--- src/rtl/uart_pkg.sv ---
// Shared UART definitions: FSM states, frame width, default baud
// and the oversample divider rounding used by both rx and tx.
package uart_pkg;

    localparam int UART_DATA_BITS = 8;
    localparam int UART_BAUD      = 19200;

    typedef enum logic [2:0] {
        IDLE,
        START,
        DATA,
        STOP,
        BREAK
    } uart_state_t;

    // Round-to-nearest sclk cycles per oversample tick.
    function automatic int uart_div(input int clk_hz, input int baud,
                                    input int os);
        return (clk_hz + (baud * os) / 2) / (baud * os);
    endfunction

endpackage

--- src/rtl/uart_baud_tick.sv ---
// Oversample tick divider: counts 0..DIV-1, tick on DIV-1,
// held at zero while clear is high so ticks align to the start edge.
module uart_baud_tick #(
    parameter int DIV = 163
) (
    input  logic sclk,
    input  logic reset,
    input  logic clear,
    output logic tick
);

    localparam int CW = (DIV > 1) ? $clog2(DIV) : 1;
    localparam logic [CW-1:0] LAST = CW'(DIV - 1);

    logic [CW-1:0] r_cnt;
    logic          w_last;

    assign w_last = (r_cnt == LAST);
    assign tick   = w_last && !clear;

    always_ff @(posedge sclk) begin
        if (reset || clear) begin
            r_cnt <= '0;
        end else if (w_last) begin
            r_cnt <= '0;
        end else begin
            r_cnt <= r_cnt + 1'b1;
        end
    end

endmodule

--- src/rtl/uart_rx_byte.sv ---
// 8N1 serial byte receiver with 2-flop input synchronizer,
// oversampled mid-bit sampling, framing-error and break handling.
module uart_rx_byte
    import uart_pkg::*;
#(
    parameter int CLK_HZ     = 50_000_000,
    parameter int BAUD       = UART_BAUD,
    parameter int OVERSAMPLE = 16
) (
    input  logic                      sclk,
    input  logic                      reset,
    input  logic                      RxD,
    output logic [UART_DATA_BITS-1:0] rx_data,
    output logic                      rx_valid,
    output logic                      frame_err,
    output logic                      busy
);

    localparam int DIV = uart_div(CLK_HZ, BAUD, OVERSAMPLE);
    localparam int OSW = $clog2(OVERSAMPLE);
    localparam logic [OSW-1:0] OS_MID  = OSW'(OVERSAMPLE / 2 - 1);
    localparam logic [OSW-1:0] OS_LAST = OSW'(OVERSAMPLE - 1);
    localparam logic [2:0]     BIT_LAST = 3'(UART_DATA_BITS - 1);

    uart_state_t               r_state;
    logic [1:0]                r_sync;
    logic [OSW-1:0]            r_os;
    logic [2:0]                r_bit;
    logic [UART_DATA_BITS-1:0] r_shift;
    logic                      w_rx_s;
    logic                      w_tick;
    logic                      w_clear;

    assign w_rx_s  = r_sync[1];
    assign w_clear = (r_state == IDLE);

    uart_baud_tick #(
        .DIV(DIV)
    ) u_tick (
        .sclk (sclk),
        .reset(reset),
        .clear(w_clear),
        .tick (w_tick)
    );

    always_ff @(posedge sclk) begin
        if (reset) begin
            r_sync <= 2'b11;
        end else begin
            r_sync <= {r_sync[0], RxD};
        end
    end

    always_ff @(posedge sclk) begin
        if (reset) begin
            r_state   <= IDLE;
            r_os      <= '0;
            r_bit     <= '0;
            r_shift   <= '0;
            rx_data   <= '0;
            rx_valid  <= 1'b0;
            frame_err <= 1'b0;
            busy      <= 1'b0;
        end else begin
            rx_valid  <= 1'b0;
            frame_err <= 1'b0;
            unique case (r_state)
                IDLE: begin
                    if (!w_rx_s) begin
                        r_state <= START;
                        r_os    <= '0;
                        r_bit   <= '0;
                        busy    <= 1'b1;
                    end
                end
                START: begin
                    if (w_tick) begin
                        if (r_os == OS_MID) begin
                            r_os <= '0;
                            if (w_rx_s) begin
                                r_state <= IDLE;
                                busy    <= 1'b0;
                            end else begin
                                r_state <= DATA;
                            end
                        end else begin
                            r_os <= r_os + 1'b1;
                        end
                    end
                end
                DATA: begin
                    if (w_tick) begin
                        if (r_os == OS_LAST) begin
                            r_os    <= '0;
                            r_shift <= {w_rx_s, r_shift[UART_DATA_BITS-1:1]};
                            r_bit   <= r_bit + 1'b1;
                            if (r_bit == BIT_LAST) begin
                                r_state <= STOP;
                            end
                        end else begin
                            r_os <= r_os + 1'b1;
                        end
                    end
                end
                STOP: begin
                    if (w_tick) begin
                        if (r_os == OS_LAST) begin
                            r_os <= '0;
                            busy <= 1'b0;
                            if (w_rx_s) begin
                                rx_data  <= r_shift;
                                rx_valid <= 1'b1;
                                r_state  <= IDLE;
                            end else begin
                                frame_err <= 1'b1;
                                r_state   <= BREAK;
                            end
                        end else begin
                            r_os <= r_os + 1'b1;
                        end
                    end
                end
                BREAK: begin
                    // Hold off until the line recovers so a stuck-low line
                    // cannot retrigger a new frame.
                    if (w_rx_s) begin
                        r_state <= IDLE;
                    end
                end
                default: r_state <= IDLE;
            endcase
        end
    end

endmodule

--- config.mk ---
export PLATFORM = sky130hd
export DESIGN_NAME = uart_rx_byte
export DESIGN_NICKNAME = d
export VERILOG_FILES = /design/src/rtl/uart_pkg.sv /design/src/rtl/uart_baud_tick.sv /design/src/rtl/uart_rx_byte.sv
export SDC_FILE = /design/constraint.sdc
export NUM_CORES = 1
export LEC_CHECK = 0
export ABC_AREA = 1
export CELL_PAD_IN_SITES_DETAIL_PLACEMENT = 1
export CELL_PAD_IN_SITES_GLOBAL_PLACEMENT = 2
export CORE_UTILIZATION = 36
export DETAILED_ROUTE_END_ITERATION = 8
export DONT_BUFFER_PORTS = 1
export GPL_TIMING_DRIVEN = 0
export PLACE_DENSITY_LB_ADDON = 0.1
export SLEW_MARGIN = 25
export SYNTH_ARGS = -nofsm -noshare
export SYNTH_HDL_FRONTEND = slang
export SYNTH_SLANG_ARGS = --single-unit
--- constraint.sdc ---
create_clock -name sclk -period 1.9 [get_ports sclk]
set_clock_uncertainty 0.15 [all_clocks]
set_input_delay 0.285 -clock sclk [delete_from_list [all_inputs] [get_ports sclk]]
set_output_delay 0.285 -clock sclk [all_outputs]
set_load 0.01 [all_outputs]
## Word level (Yosys, flattened, before mapping)

Cells that the tools add are included.

- Bits in registers: 39
- Output and inout port bits: 11
- Logic and storage cells: 82
- Input port bits: 3

- Multiplexer cells: 31
- Reductions and logical operators: 16
- Equal/unequal tests: 19
- Bitwise gates (word level): 3
- $add $sub $neg: 3

Operator list:

| operator | count |
|---|---|
| $mux 3 | 13 |
| $mux 4 | 5 |
| $pmux 3 s5 | 1 |
| $ne 2x2->1 const B | 7 |
| $pmux 4 s3 | 1 |
| $reduce_and 4->1 | 3 |
| $reduce_and 9->1 | 1 |
| $add 8x1->8 const B | 1 |
| $eq 8x8->1 const B | 1 |
| $mux 1 | 8 |
| $ne 2x1->1 const B | 4 |
| $reduce_and 7->1 | 1 |
| $eq 3x2->1 const B | 2 |
| $eq 3x3->1 const B | 2 |
| $pmux 3 s2 | 1 |
| $reduce_bool 3->1 | 2 |
| $add 4x1->4 const B | 1 |
| $eq 4x3->1 const B | 1 |
| $eq 4x4->1 const B | 1 |
| $reduce_or 2->1 | 2 |
| $reduce_or 4->1 | 1 |
| $add 3x1->3 const B | 1 |
| $eq 3x1->1 const B | 1 |
| $logic_not 3->1 | 1 |
| other kinds (8) | 10 |

## Longest topological paths before layout

Gate-level depths: netlist of run 1.

- Depth after elaboration: 5
- Mapped depth: 11
- Depth with buffers taken out: 11

## Modules after synthesis

Synthesis of run 1 repeated with hierarchy kept, for this count alone.

- Cell total of the unflattened synthesis: 261
- Area, all modules: 1,896.8 um2

Modules (own cells, without submodules):

| module | area an instance (um2) | times used | cells an instance |
|---|---|---|---|
| uart_rx_byte | 1,475.2 | 1 | 205 |
| uart_baud_tick | 421.7 | 1 | 56 |

## Least setup slack after synthesis of run 1

OpenSTA, ideal clock, no wires.

- Kind: flip-flop to flip-flop
- From: register u_tick.r_cnt[0]
- To: register rx_data[2]
- Period minus slack after synthesis: 1.617 ns
- Cell stages (with the launch flop): 11
- Setup time: 0.137 ns
- Path slack: 0.283 ns
- Arrival: 1.330 ns
- Cell sequence: dfxtp_1 inv_1 ha_1 nand2_1 nor2_1 nand2_2 nor2_2 nand2_2 buf_6 nor2_1 a211oi_2

- Longest elaborated chain between the ends: 3

RTL lines:

| element | RTL line | RTL |
|---|---|---|
| start: declaration | uart_baud_tick.sv:15 | `logic [CW-1:0] r_cnt;` |
| start signal: assignment | uart_baud_tick.sv:27 | `r_cnt <= r_cnt + 1'b1;` |
| $eq 8x8->1 | uart_baud_tick.sv:18 | `assign w_last = (r_cnt == LAST);` |
| $logic_and 1x1->1 | uart_baud_tick.sv:19 | `assign tick = w_last && !clear;` |
| $reduce_and 4->1 (no line) | - |  |
| end signal: assignment | uart_rx_byte.sv:111 | `rx_data <= r_shift;` |
| end: declaration | uart_rx_byte.sv:13 | `output logic [UART_DATA_BITS-1:0] rx_data,` |

Every way passes these cells.
A chain may end at the register's enable or synchronous reset.

## Worst setup path in the final report of run 1

- From: register u_tick.r_cnt[0]
- To: register r_shift[7]

- Longest elaborated chain between the ends: 3

RTL lines:

| element | RTL line | RTL |
|---|---|---|
| $eq 8x8->1 | uart_baud_tick.sv:18 |  |
| $logic_and 1x1->1 | uart_baud_tick.sv:19 |  |
| $reduce_and 3->1 (no line) | - |  |
| end signal: assignment | uart_rx_byte.sv:95 | `r_shift <= {w_rx_s, r_shift[UART_DATA_BITS-1:1]};` |
| end: declaration | uart_rx_byte.sv:29 | `logic [UART_DATA_BITS-1:0] r_shift;` |

Every way passes these cells.

==> impl_metrics.py, run 1 <==
metrics = {
    "cts": {
        "clock_latency_ps": 280,
        "root_buffer": "clkbuf_8",
        "path_clk_slew_ps": 80,
        "cts.path.max_buffers": 2,
        "htreeDepth": 2,
        "clock_sinks": 39,
        "cts_tree": "yes",
        "numCtsBuffers": 5,
    },
    "logic_synthesis": {
        "synth_cell_types": 27,
        "ys_seq_area_frac": 0.4345,
        "ys_warn_count": 0,
        "synthCells": 233,
        "synth-seq-cells": 39,
        "syn_nets": 241,
        "syn_area_mm2": 0.001797,
        "syn-mean-instance-area_um2": 7.711,
    },
    "layout": {
        "final_common_cell": "nor2_1",
        "area_growth_pct": 15.11,
        "diodes": 0,
        "fin_nets": 252,
        "final_cells": 312,
        "fin_util": 0.4350,
        "layout_common_cells": "42 x nor2_1, 36 x nand2_1, 35 x dfxtp_1, 22 x inv_1, 15 x a21oi_1",
        "drive_gt1_frac": 0.2000,
    },
    "floorplan": {
        "io_pins": 14,
        "fp.dieH_um": 72.65,
        "core_area_mm2": 0.004755,
        "die_area_mm2": 0.005277,
        "fp.dieW_um": 72.65,
        "start_util": 0.3779,
        "num_rows": 25,
    },
    "critical_path": {
        "crit_path_end_kind": "register",
        "cp.arrival_ps": 1820,
        "cp_data_required_time_ps": 1970,
        "cp_max_fo": 6,
        "crit_type": "register to register",
        "startpoint_type": "register",
    },
    "grt": {
        "use_met2": 0.2949,
        "grt_overflow": 0,
        "track_usage": 0.1768,
        "grt_max_degree": 13,
        "grt_use_met1": 0.2293,
        "grt_pass1_wl_mm": 7.300,
        "grt_pass1_vias": 1611,
        "grtUsageMet3": 0.04282,
        "antenna_found_initial": 0,
        "grt.busiest_layer": "met2",
    },
    "route": {
        "num_vias": 1531,
        "drcViolationCount": 0,
        "via_per_inst": 4.907,
        "dr.pass1.iters": 4,
        "drt_iter0_drc": 73,
        "detail-route-antenna-nets": 0,
        "wl_mm": 4.098,
        "wl_per_cell_um": 13.13,
    },
    "place": {
        "gp_congestion": 0.8313,
        "hpwl_mm": 3.042,
        "io_buffer_count": 0,
        "placed_cells": 300,
        "place_ws_ps": -7.070,
    },
    "timing": {
        "final.setup.worst_slack_ps": 144.7,
        "setup-violations-final": 0,
        "slew_viol_final": 0,
        "fmax_mhz": 569.7,
        "tns_ps": 0,
        "relSlewSlack": 0.6500,
        "worst_pin_slew_ps": 525.0,
        "hold_violations": 0,
        "period_needed_ps": 1755,
        "fin_crit_sh": 0.9239,
    },
    "outcome": {
        "status": "finished clean",
    },
    "pwr": {
        "leakagePower_nw": 0.8580,
        "vdd_drop_max_v": 0.0005460,
        "powerDensity_mw_per_mm2": 1185,
    },
    "job": {
        "drv_cap": 0,
    },
    "min_path": {
        "holdCritPathClass": "input port to register",
    },
}
per-layer routing:
metal | wire (um) | share of wire
met1 | 2010 | 0.49
met2 | 1967 | 0.48
met3 | 95 | 0.023
met4 | 25 | 0.0061
met5 | 0 | 0
synth_stat cells:
| cell | n | share of area |
|---|---|---|
| inv_1 | 22 | 0.046 |
| nand2_2 | 5 | 0.017 |
| ha_1 | 5 | 0.035 |
| dfxtp_1 | 39 | 0.43 |
| nand4_1 | 6 | 0.021 |
| nor3b_1 | 2 | 0.0084 |
| nor3_2 | 1 | 0.0056 |
| a21oi_1 | 15 | 0.042 |
| buf_2 | 1 | 0.0028 |
| clkbuf_1 | 2 | 0.0042 |
| a211oi_2 | 8 | 0.056 |
| nor2_4 | 2 | 0.013 |
| nor2_1 | 45 | 0.094 |
| buf_6 | 1 | 0.0063 |
| nand2_1 | 36 | 0.075 |
| nand3_2 | 1 | 0.0056 |
| xor2_1 | 3 | 0.015 |
| o21ai_0 | 10 | 0.028 |
| o21ai_2 | 1 | 0.0049 |
| a21oi_2 | 1 | 0.0049 |
| or2_2 | 2 | 0.0070 |
| o21a_1 | 1 | 0.0042 |
| o211a_1 | 1 | 0.0056 |
| nor4_1 | 1 | 0.0035 |
| nor2_2 | 4 | 0.014 |
| inv_2 | 3 | 0.0063 |
| nand3_1 | 15 | 0.042 |
flip-flops by register name, summed over array words and instances (netlist names):
name / count
r_bit: 3
busy: 1
r_state: 3
frame_err: 1
rx_valid: 1
r_shift: 8
rx_data: 8
r_sync: 2
u_tick.r_cnt: 8
r_os: 4
metrics by stage:
step | hold WS (ps) | total power, mW | instance area, um^2
floorplan | 238.8 | 1.672 | 1797
global placement | 242.6 | 1.834 | 1881
detailed placement | 241.8 | 1.876 | 1881
CTS | 183.0 | 2.437 | 1986
global route | 200.6 | 2.660 | 2068
finish | 182.7 | 2.451 | 2068
path summary, 6_finish.rpt:
kind                                   to                  startpoint  slack (ps)  cells after the start
setup / recovery  r_shift[7]$_SDFFE_PP0P_  u_tick.r_cnt[0]$_SDFF_PP0_         140                     11
hold / removal    rx_data[6]$_SDFFE_PP0P_                       reset         180                      2
setup reg to reg  r_shift[7]$_SDFFE_PP0P_  u_tick.r_cnt[0]$_SDFF_PP0_         140                     11
hold reg to reg      r_sync[1]$_SDFF_PP1_        r_sync[0]$_SDFF_PP1_         270                      1
worst max-delay path, cell delays in order (launching register included):
cell     delay, ps
dfxtp_2        340
inv_1           60
ha_1           140
nand2_1         80
nor2_4         130
nand2_4        100
inv_1           70
nand2_1        100
nor2_4         200
buf_4          140
o21ai_0         60
a21oi_1        120
power by group:
group          internal (mW)  leakage, nW  total (mW)  switching [mW]
sequential             0.901        0.318        1.00          0.0989
clock                  0.257       0.0412       0.549           0.293
combinational          0.293        0.499       0.901           0.608
logic make-up (layout without fill, tap and decap cells):
kind of cell    after synthesis  count (layout)  share of synthesized area
simple gates                120             120                     0.3057
flops                        39              39                     0.4345
compound gates               37              37                     0.1449
xor+xnor                      3               3                    0.01463
fa+ha+maj                     5               5                    0.03482
buf+inv                      29              41                    0.06546
final cells by class:
type,instances,area (um^2)
timing repair buffer,4,45.04
sequential,39,785.8
multi-input combinational,165,950.9
fill,620,2686
clock inverter,2,12.51
clock buffer,6,72.57
tap,67,83.83
inverter,25,93.84
buffer,4,23.77
repair_timing:
action	4_1_cts	5_1_grt
cloned	0	0
resized for setup	1	14
setup endpoints to repair	8	30
setup buffers	1	2
pin swaps	0	3
endpoints found under the hold margin	1	0
hold buffers	1	0
Note: power is estimated with default switching activity, not from simulation.
==> run 2, diff against run 1 <==
Settings changed: CORE_ASPECT_RATIO set to 1.5, SLEW_MARGIN 25 to unset.
==> impl_metrics.py, run 2 (synthesized netlist as in run 1, its figures left out) <==
metrics = {
    "route": {
        "drcViolationCount": 0,
        "detail-route-antenna-nets": 0,
        "via_per_inst": 4.927,
        "wl_mm": 4.413,
        "drt_iter0_drc": 43,
        "dr.pass1.iters": 6,
        "wl_per_cell_um": 14.10,
        "num_vias": 1542,
    },
    "place": {
        "hpwl_mm": 3.176,
        "gp_congestion": 0.8857,
        "io_buffer_count": 0,
    },
    "floorplan": {
        "die_area_mm2": 0.005283,
        "fp.dieH_um": 88.53,
        "fp.dieW_um": 59.68,
        "start_util": 0.3736,
        "num_rows": 31,
        "io_pins": 14,
        "core_area_mm2": 0.004810,
    },
    "pwr": {
        "p_seq_frac": 0.406,
        "p_int_mw": 1.454,
        "leakagePower_nw": 0.8553,
        "swShare": 0.4151,
        "powerDensity_mw_per_mm2": 1202,
        "vdd_drop_max_v": 0.0005184,
        "p_sw_mw": 1.032,
        "comb_power_share": 0.367,
        "clkPwrFrac": 0.227,
    },
    "timing": {
        "whs_ps": 179.4,
        "slew_viol_final": 0,
        "relSlewSlack": 0.5917,
        "hold_violations": 0,
        "rsz0062_at_grt": "true",
        "fin_crit_sh": 0.9424,
        "worst_pin_slew_ps": 612.4,
        "setup-violations-final": 0,
        "tns_ps": 0,
        "fmax_mhz": 558.5,
        "period_needed_ps": 1791,
    },
    "critical_path": {
        "startpoint_type": "register",
        "crit_slowest_cell": "dfxtp_1",
        "cp_max_fo": 10,
        "cp.arrival_ps": 1790,
        "crit_path_end_kind": "register",
        "path_cells": "ha_2, nand3_4, inv_1, nand2_1, nor2_2, nand2_4, buf_6, nor2_1, a211oi_2",
        "cp_data_required_time_ps": 1900,
        "cpPeakStageDelay_ps": 360,
        "reg2reg_depth": 9,
        "r2r_end": "rx_data[2]$_SDFFE_PP0P_",
        "worst_r2r_startpoint": "r_os[1]$_SDFFE_PP0P_",
        "r2r_slack_ps": 110,
        "crit_type": "register to register",
    },
    "min_path": {
        "hold_path.startpoint": "reset",
        "whs_path_depth": 2,
        "holdCritPathClass": "input port to register",
        "hold_end": "rx_data[6]$_SDFFE_PP0P_",
    },
    "layout": {
        "layout_common_cells": "41 x nor2_1, 36 x dfxtp_1, 35 x nand2_1, 22 x inv_1, 15 x a21oi_1",
        "top_regs": "r_shift: 8 flops, rx_data: 8 flops, u_tick.r_cnt: 8 flops",
        "final_common_cell": "nor2_1",
        "area_growth_pct": 15.11,
        "fin_nets": 254,
        "drive_gt1_frac": 0.2146,
        "diodes": 0,
    },
    "cts": {
        "htreeDepth": 2,
        "clock_latency_ps": 290,
        "root_buffer": "clkbuf_8",
        "clock_sinks": 39,
        "numCtsBuffers": 5,
        "cts_tree": "yes",
        "cts.path.max_buffers": 2,
        "path_clk_slew_ps": 80,
    },
    "grt": {
        "antenna_found_initial": 0,
        "track_usage": 0.1883,
        "grt_pass1_vias": 1543,
        "grt_use_met1": 0.2086,
        "grt_overflow": 0,
        "grt.busiest_layer": "met2",
        "grtUsageMet3": 0.03655,
        "use_met2": 0.3455,
        "grt_max_degree": 14,
        "grt_pass1_wl_mm": 7.327,
    },
    "job": {
        "drv_cap": 0,
    },
    "outcome": {
        "status": "finished clean",
    },
}
-- run 2: stage by stage --
step / instances / worst slack, ps / power, mW / util / cell area [um^2]
after floorplan: 233 / 283.1 / 1.672 / - / 1797
after global placement: 299 / 16.22 / 1.834 / 0.3907 / 1879
after detailed placement: 299 / -10.02 / 1.875 / 0.3907 / 1879
after CTS: 312 / 0.4607 / 2.476 / 0.4217 / 2028
after global routing: 313 / -29.63 / 2.680 / 0.4300 / 2068
final: 313 / 109.4 / 2.486 / 0.4300 / 2068
-- run 2: how the worst max path moves through the flow --
stage	start	end	slack [ps]
3_5_place_dp	u_tick.r_cnt[1]$_SDFF_PP0_	r_shift[6]$_SDFFE_PP0P_	-10
6_report	r_os[1]$_SDFFE_PP0P_	rx_data[2]$_SDFFE_PP0P_	110
5_1_grt	u_tick.r_cnt[0]$_SDFF_PP0_	r_bit[0]$_SDFFE_PP0P_	-30
4_1_cts	u_tick.r_cnt[0]$_SDFF_PP0_	rx_data[2]$_SDFFE_PP0P_	0.5
3_3_place_gp	u_tick.r_cnt[0]$_SDFF_PP0_	r_shift[3]$_SDFFE_PP0P_	20
2_1_floorplan	u_tick.r_cnt[0]$_SDFF_PP0_	rx_data[2]$_SDFFE_PP0P_	280
-- run 2: what timing repair did --
action / 4_1_cts / 5_1_grt
endpoints found under the setup margin: 8 / 32
setup buffers: 3 / 1
endpoints found under the hold margin: 1 / 0
gates resized for setup: 5 / 10
cloned: 1 / 0
hold buffers: 1 / 0
pin swaps: 1 / 1
-- run 2: power groups by stage --
stage	sequential (mW)	combinational (mW)	clock, mW
2_1_floorplan	0.990	0.682	0
3_3_place_gp	1.01	0.820	0
3_5_place_dp	1.02	0.853	0
4_1_cts	1.00	0.879	0.594
5_1_grt	1.02	1.03	0.623
6_report	1.01	0.911	0.565
-- run 2: layout make-up --
class                      instances  area (um^2)
timing repair buffer               5        40.04
multi-input combinational        166        954.7
tap                               66        82.58
fill                             645         2741
clock inverter                     3        20.02
buffer                             4        23.77
sequential                        39        784.5
inverter                          25        93.84
clock buffer                       5        68.82
-- run 2: per-layer routing --
metal  wire [um]  part of all wire  vias up
met5           0                 0        -
met4          70             0.016        0
met3         112             0.025        6
met2        2394              0.54       14
met1        1836              0.42      738
li1            -                 -      784
-- run 2: worst max-delay path, delay by kind of cell (launching register included) --
family | cells | cell delay (ps)
AOI/OAI and AO/OA | 1 | 40
adders and majority gates | 1 | 240
buffers and inverters | 2 | 260
DFF | 1 | 360
and+or+nand+nor | 5 | 600
